File: src/rtl/huffman_stream_merger_pkg.sv
// Shared types and helpers for the Huffman stream merger.
//   DEFAULT_DATA_W : default payload width of one Huffman entry
//   huff_entry_t   : one FIFO entry, payload plus end-of-block marker
//   next_enabled() : next enabled channel after sel, ascending, wrapping
package huffman_pkg;

    localparam int DEFAULT_DATA_W = 32;
    localparam int MAX_CH         = 32;
    localparam int MAX_CH_W       = 5;

    typedef struct packed {
        logic [DEFAULT_DATA_W-1:0] data;
        logic                      done;
    } huff_entry_t;

    typedef logic [MAX_CH-1:0] ch_mask_t;

    // Returns the first enabled channel strictly after sel (wrapping ch-1 -> 0).
    // If no other channel is enabled, sel itself is returned.
    function automatic int next_enabled(input int sel, input ch_mask_t mask, input int ch);
        int idx;
        int result;
        result = sel;
        // Scan from the far end so the nearest enabled channel is written last.
        for (int k = MAX_CH - 1; k >= 1; k--) begin
            if (k < ch) begin
                idx = sel + k;
                if (idx >= ch) idx = idx - ch;
                if (mask[idx[MAX_CH_W-1:0]]) result = idx;
            end
        end
        return result;
    endfunction

endpackage

File: src/rtl/huffman_stream_merger_fifo.sv
// First-word-fall-through synchronous FIFO.
//   clk, rst_n : clock, async active-low reset (pointers only)
//   wr_en      : write wr_data this cycle (caller guarantees room, or a same-cycle read)
//   full       : DEPTH entries stored
//   rd_en      : drop the head entry this cycle (caller guarantees !empty)
//   rd_data    : current head entry, valid whenever !empty
//   empty      : no entries stored
module sync_fifo_fwft #(
    parameter int WIDTH = 33,
    parameter int DEPTH = 16
) (
    input  logic             clk,
    input  logic             rst_n,
    input  logic             wr_en,
    input  logic [WIDTH-1:0] wr_data,
    output logic             full,
    input  logic             rd_en,
    output logic [WIDTH-1:0] rd_data,
    output logic             empty
);

    localparam int AW = $clog2(DEPTH);

    // The extra MSB on each pointer distinguishes full from empty when the
    // address bits are equal.
    logic [AW:0]      wr_ptr;
    logic [AW:0]      rd_ptr;
    logic [WIDTH-1:0] mem [DEPTH];

    always_ff @(posedge clk or negedge rst_n) begin
        if (!rst_n) begin
            wr_ptr <= '0;
            rd_ptr <= '0;
        end else begin
            if (wr_en) wr_ptr <= wr_ptr + (AW+1)'(1);
            if (rd_en) rd_ptr <= rd_ptr + (AW+1)'(1);
        end
    end

    // NOTE: storage has no reset; emptiness is defined by the pointers alone,
    // so clearing the array would only cost a reset net on every bit.
    always_ff @(posedge clk) begin
        if (wr_en) mem[wr_ptr[AW-1:0]] <= wr_data;
    end

    assign rd_data = mem[rd_ptr[AW-1:0]];
    assign empty   = (wr_ptr == rd_ptr);
    assign full    = (wr_ptr[AW] != rd_ptr[AW]) && (wr_ptr[AW-1:0] == rd_ptr[AW-1:0]);

endmodule

File: src/rtl/huffman_stream_merger.sv
// Merges CH Huffman code streams into one stream, whole blocks at a time,
// in round-robin channel order. A block ends at an entry with done=1.
//   clk, rst_n : clock, async active-low reset
//   in_valid/in_data/in_done/in_ready : per-channel write side (in_ready = FIFO not full)
//   chan_mask  : channels taking part in round-robin, sampled at block boundaries
//   out_valid/out_data/out_done/out_ready : registered output with backpressure
//   ovf        : sticky per-channel overflow (entry offered while full)
//   blk_cnt    : completed blocks accepted downstream, wrapping
//   sel        : channel currently being served
module huffman_stream_merger
    import huffman_pkg::*;
#(
    parameter int CH     = 3,
    parameter int DATA_W = DEFAULT_DATA_W,
    parameter int DEPTH  = 16,
    parameter int CNT_W  = 16
) (
    input  logic                   clk,
    input  logic                   rst_n,
    input  logic [CH-1:0]          in_valid,
    input  logic [CH*DATA_W-1:0]   in_data,
    input  logic [CH-1:0]          in_done,
    output logic [CH-1:0]          in_ready,
    input  logic [CH-1:0]          chan_mask,
    output logic                   out_valid,
    output logic [DATA_W-1:0]      out_data,
    output logic                   out_done,
    input  logic                   out_ready,
    output logic [CH-1:0]          ovf,
    output logic [CNT_W-1:0]       blk_cnt,
    output logic [$clog2(CH)-1:0]  sel
);

    localparam int SEL_W = $clog2(CH);

    logic [CH-1:0]    fifo_full;
    logic [CH-1:0]    fifo_empty;
    logic [CH-1:0]    wr_en;
    logic [CH-1:0]    rd_en;
    logic [DATA_W:0]  head [CH];
    logic [DATA_W:0]  head_sel;
    logic             mid_block;
    logic             load_en;
    logic             pop;
    logic [SEL_W-1:0] next_sel;

    for (genvar i = 0; i < CH; i++) begin : g_fifo
        sync_fifo_fwft #(
            .WIDTH (DATA_W + 1),
            .DEPTH (DEPTH)
        ) u_fifo (
            .clk     (clk),
            .rst_n   (rst_n),
            .wr_en   (wr_en[i]),
            .wr_data ({in_data[i*DATA_W +: DATA_W], in_done[i]}),
            .full    (fifo_full[i]),
            .rd_en   (rd_en[i]),
            .rd_data (head[i]),
            .empty   (fifo_empty[i])
        );
    end

    // NOTE: every always_comb output gets a default before any conditional
    // update, so no path leaves a signal unassigned and no latch is inferred.
    always_comb begin
        rd_en    = '0;
        load_en  = !out_valid || out_ready;
        head_sel = head[sel];
        // The mask only gates the start of a block; a started block always finishes.
        pop      = load_en && !fifo_empty[sel] && (mid_block || chan_mask[sel]);
        rd_en[sel] = pop;
        next_sel = SEL_W'(next_enabled(int'(sel), ch_mask_t'(chan_mask), CH));
    end

    // A full FIFO still accepts a write in the cycle its head is popped.
    assign wr_en    = in_valid & (~fifo_full | rd_en);
    assign in_ready = ~fifo_full;

    // NOTE: sequential state uses non-blocking assignments only, so every
    // register sees the pre-edge values of the others.
    always_ff @(posedge clk or negedge rst_n) begin
        if (!rst_n) begin
            out_valid <= 1'b0;
            out_data  <= '0;
            out_done  <= 1'b0;
            sel       <= '0;
            mid_block <= 1'b0;
            ovf       <= '0;
            blk_cnt   <= '0;
        end else begin
            if (pop) begin
                {out_data, out_done} <= head_sel;
                out_valid            <= 1'b1;
                if (head_sel[0]) begin
                    mid_block <= 1'b0;
                    sel       <= next_sel;
                end else begin
                    mid_block <= 1'b1;
                end
            end else begin
                if (out_ready) out_valid <= 1'b0;
                // Idle on a disabled channel: seek to the next enabled one.
                if (!mid_block && !chan_mask[sel] && (|chan_mask)) sel <= next_sel;
            end

            if (out_valid && out_ready && out_done) blk_cnt <= blk_cnt + CNT_W'(1);

            ovf <= ovf | (in_valid & fifo_full & ~rd_en);
        end
    end

endmodule
File: config.mk
export PLATFORM = sky130hd
export DESIGN_NAME = huffman_stream_merger
export DESIGN_NICKNAME = d
export VERILOG_FILES = /design/src/rtl/huffman_stream_merger_pkg.sv /design/src/rtl/huffman_stream_merger_fifo.sv /design/src/rtl/huffman_stream_merger.sv
export SDC_FILE = /design/constraint.sdc
export NUM_CORES = 1
export LEC_CHECK = 0
export ABC_AREA = 1
export BUFFER_PORTS_ARGS = -buffer_cell sky130_fd_sc_hd__buf_2
export CAP_MARGIN = 10
export CORE_MARGIN = 3
export CORE_UTILIZATION = 40
export CTS_CLUSTER_DIAMETER = 30
export DETAILED_ROUTE_END_ITERATION = 10
export SLEW_MARGIN = 40
export SYNTH_ARGS = -nofsm -noshare
export SYNTH_HDL_FRONTEND = slang
export SYNTH_SLANG_ARGS = --single-unit
File: constraint.sdc
create_clock -name clk -period 7 [get_ports clk]
set_input_delay 0.35 -clock clk [delete_from_list [all_inputs] [get_ports clk]]
set_output_delay 0.35 -clock clk [all_outputs]
set_load 0.03 [all_outputs]
==> run summary <==
Worst setup EP type = flop
Kind of critical path = reg2reg
Leading cell types in the layout, fill and taps excluded = sky130_fd_sc_hd__edfxtp_1 (1584), sky130_fd_sc_hd__nor2_1 (1148), sky130_fd_sc_hd__o21ai_0 (781)
Total setup buffers inserted after CTS = 0
Delay of the slowest critical-path stage = 0.74 ns
Post-layout net count = 5975
Number of I/O pins = 166
Max IR drop VDD = 0.306 mV
Number of distinct library cells after synthesis = 37
Routed Antenna Nets = 0
Post-detailed-routing wire length = 193000 µm
Placed cell area = 71700 µm²
Power density over cell area = 476 nW/µm²
Post-synth design cell area = 67000 µm²
CP max stage cell = sky130_fd_sc_hd__dfrtp_4
Final period demand of the worst path = 4.16 ns
Placed cell count = 7560
Post-Syn Nets = 5544
Share of the synthesized area in the top cell type = 0.710
Prevailing post-synth register cell = sky130_fd_sc_hd__edfxtp_1
Setup crit start kind = flop
Maximum number of pins on one net before global-route repair = 183
H-tree depth = 5
Status = complete, no violations
Number of search-and-repair iterations in the first detailed-routing pass = 6
GRT Resource Usage Total = 0.220
Worst-case hold slack = 0.0867 ns
Overall via count from detail_route = 45000
Cell breakdown of the critical path = buf_12 -> inv_6 -> buf_12 -> nand2_1 -> nand3_1 -> a21oi_1 -> nor2_1 -> nand2_1 -> nand3_1 -> nand3_2 -> nand2_1 -> nand2_1 -> nand2_1
Root Buffer Master = sky130_fd_sc_hd__clkbuf_16
Number of synthesis warnings = 0
Worst setup slack for register-to-register paths = 2.84 ns
Sequential fraction of the synthesis area = 0.742
Final GP Congestion = 0.860
Cell type with the largest total area after synthesis = sky130_fd_sc_hd__edfxtp_1
Clock transition time at the flip-flop clock pins of the worst setup and hold paths = 0.04 ns
Vias in the first global route = 44200
Post-Layout Inst Area = 84900 µm²
DRC violations left = 0
PostCTS Resize Cnt = 0
Cell repeated most along the worst path = sky130_fd_sc_hd__nand2_1
Final worst clock skew = 0.0826 ns
Number of antenna violations at the first check in global routing = 11
Data arrival time at the worst-slack endpoint = 4.97 ns
Vertical die dimension = 415 µm
Most common library cell in the layout ignoring fill and taps = sky130_fd_sc_hd__edfxtp_1
Setup TNS = 0 ns
Final cell count without fillers = 8323
Routed WL per cell = 23.2 µm
Pre-CTS worst setup slack = 2.79 ns
TritonCTS clock tree = yes
Total CTS buffers = 367
Max Freq = 0.240 GHz
Largest fanout on the critical path = 159
Final cycle utilization of the critical path = 0.595
Initial cell density of the core = 0.404
Congestion Overflow GR = 0
Die footprint = 172000 µm²
Post-DP HPWL = 117000 µm
Maximum capacitance violations = 0
Slew margin rel. = 0.396
Worst setup slack after layout = 2.84 ns
Required @ worst endpoint = 7.80 ns
Kind of cell adding the most delay to the critical path = buffers and inverters
FF+latch count, synth = 1670
Chip width = 415 µm
Post-synth ARST share = 0.0515
Hold/Removal Path Class = in2reg
Final count of pins violating max slew = 0
Fraction of layout cells with a size suffix above 1 = 0.149
Mean Syn Cell Area = 12.4 µm²
Avg Vias per Cell = 5.41
Global-route wire length before repair = 287000 µm
Clock Tree Buf Depth = 4
IO Port Bufs = 165
Area of the core region = 166000 µm²
Top area cells in the synthesized netlist = sky130_fd_sc_hd__edfxtp_1 (71%), sky130_fd_sc_hd__nor2_1 (6.7%), sky130_fd_sc_hd__o21ai_0 (5.8%), sky130_fd_sc_hd__dfrtp_1 (3.2%), sky130_fd_sc_hd__nand2_1 (3.2%)
CTS sink cnt = 1670
Cells after synthesis = 5415
Final hold violation count = 0
Layout overhead on the synthesized area = 26.8%
Number of synthesized flops with an enable pin = 1584
Clock insertion delay at the later pin of the skew report = 0.93 ns
Num rows = 149
Leakage power figure = 29.6 nW
Transition at the pin with the smallest max-transition slack = 0.906 ns
Setup repair after global routing missed its margin = no
Number of violations reported at the end of detailed-routing iteration 0 = 4824
Total setup violations reported at the end of the flow = 0
# hold bufs at CTS = 106
Buffering stage count on the worst path with inverters included = 3
## cell usage after synthesis, types with 21 or more instances
cell,count
sky130_fd_sc_hd__o21ai_0,781
sky130_fd_sc_hd__nor2_1,1198
sky130_fd_sc_hd__inv_1,98
sky130_fd_sc_hd__o211ai_1,163
sky130_fd_sc_hd__dfrtp_1,86
sky130_fd_sc_hd__clkbuf_1,167
sky130_fd_sc_hd__nand3_1,243
sky130_fd_sc_hd__buf_1,31
sky130_fd_sc_hd__edfxtp_1,1584
sky130_fd_sc_hd__buf_2,119
sky130_fd_sc_hd__nand2_1,573
sky130_fd_sc_hd__xor2_1,40
sky130_fd_sc_hd__a21oi_1,59
sky130_fd_sc_hd__buf_4,22
sky130_fd_sc_hd__o22ai_1,164
sky130_fd_sc_hd__ha_1,21
## per-stage QoR
stage / power (mW) / utilization
after floorplan: 19.4 / -
after global placement: 23.3 / 0.421
after detailed placement: 23.7 / 0.433
after CTS: 40.6 / 0.512
after global routing: 42.3 / 0.512
final: 40.5 / 0.512
## metal layers
metal  wire, µm  up-vias  global-route usage
met2      90500     1926               0.348
li1           -    20500                   -
met1      78900    22200               0.296
met5         12        -                   0
met3      14000      394              0.0362
met4       9300        2               0.109
## cell families after synthesis
| logic type | Yosys count | share of synthesized area |
|---|---|---|
| XOR/XNOR | 48 | 0.00628 |
| flip-flops | 1670 | 0.742 |
| AND/OR/NAND/NOR | 2035 | 0.120 |
| adder cells (fa/ha/maj) | 21 | 0.00392 |
| buffers and inverters | 450 | 0.0289 |
| AO/OA/AOI/OAI | 1191 | 0.0991 |
## layout make-up
| class | instances | area, µm² |
|---|---|---|
| Fill cell | 13800 | 80800 |
| Sequential cell | 1670 | 49700 |
| Inverter | 109 | 429 |
| Multi-Input combinational cell | 3295 | 15700 |
| Clock inverter | 219 | 2510 |
| Tap cell | 2189 | 2740 |
| Clock buffer | 434 | 9650 |
| Antenna cell | 4 | 10.0 |
| Timing Repair Buffer | 403 | 4130 |
## flip-flops by register name, indices dropped and copies added (netlist names)
name,count
blk_cnt,16
g_fifo.u_fifo.mem,1584
g_fifo.u_fifo.rd_ptr,15
g_fifo.u_fifo.wr_ptr,15
mid_block,1
out_data,32
out_done,1
out_valid,1
ovf,3
sel,2
## where the power goes
| part | switching (mW) | internal (mW) |
|---|---|---|
| Clock | 5.18 | 11.6 |
| Sequential | 0.673 | 12.0 |
| Combinational | 8.03 | 2.96 |
## path summary, 6_finish.rpt
check	startpoint	to	cells past startpoint
min reg2reg	blk_cnt[15]	blk_cnt[15]	1
max reg2reg	g_fifo[0].u_fifo.rd_ptr[0]	sel[0]	13
max in group asynchronous	rst_n	g_fifo[1].u_fifo.rd_ptr[0]	4
min in group asynchronous	rst_n	g_fifo[0].u_fifo.wr_ptr[2]	4
min	chan_mask[0]	sel[0]	6
max	g_fifo[0].u_fifo.rd_ptr[0]	sel[0]	13
## worst register-to-register path: cells and delay by family (launching register included)
| family | cells | cell delay, ns |
|---|---|---|
| compound gates | 1 | 0.09 |
| buf+inv | 3 | 1.92 |
| flops | 1 | 0.74 |
| simple gates | 9 | 1.29 |
(Power assumes the default switching activity.)
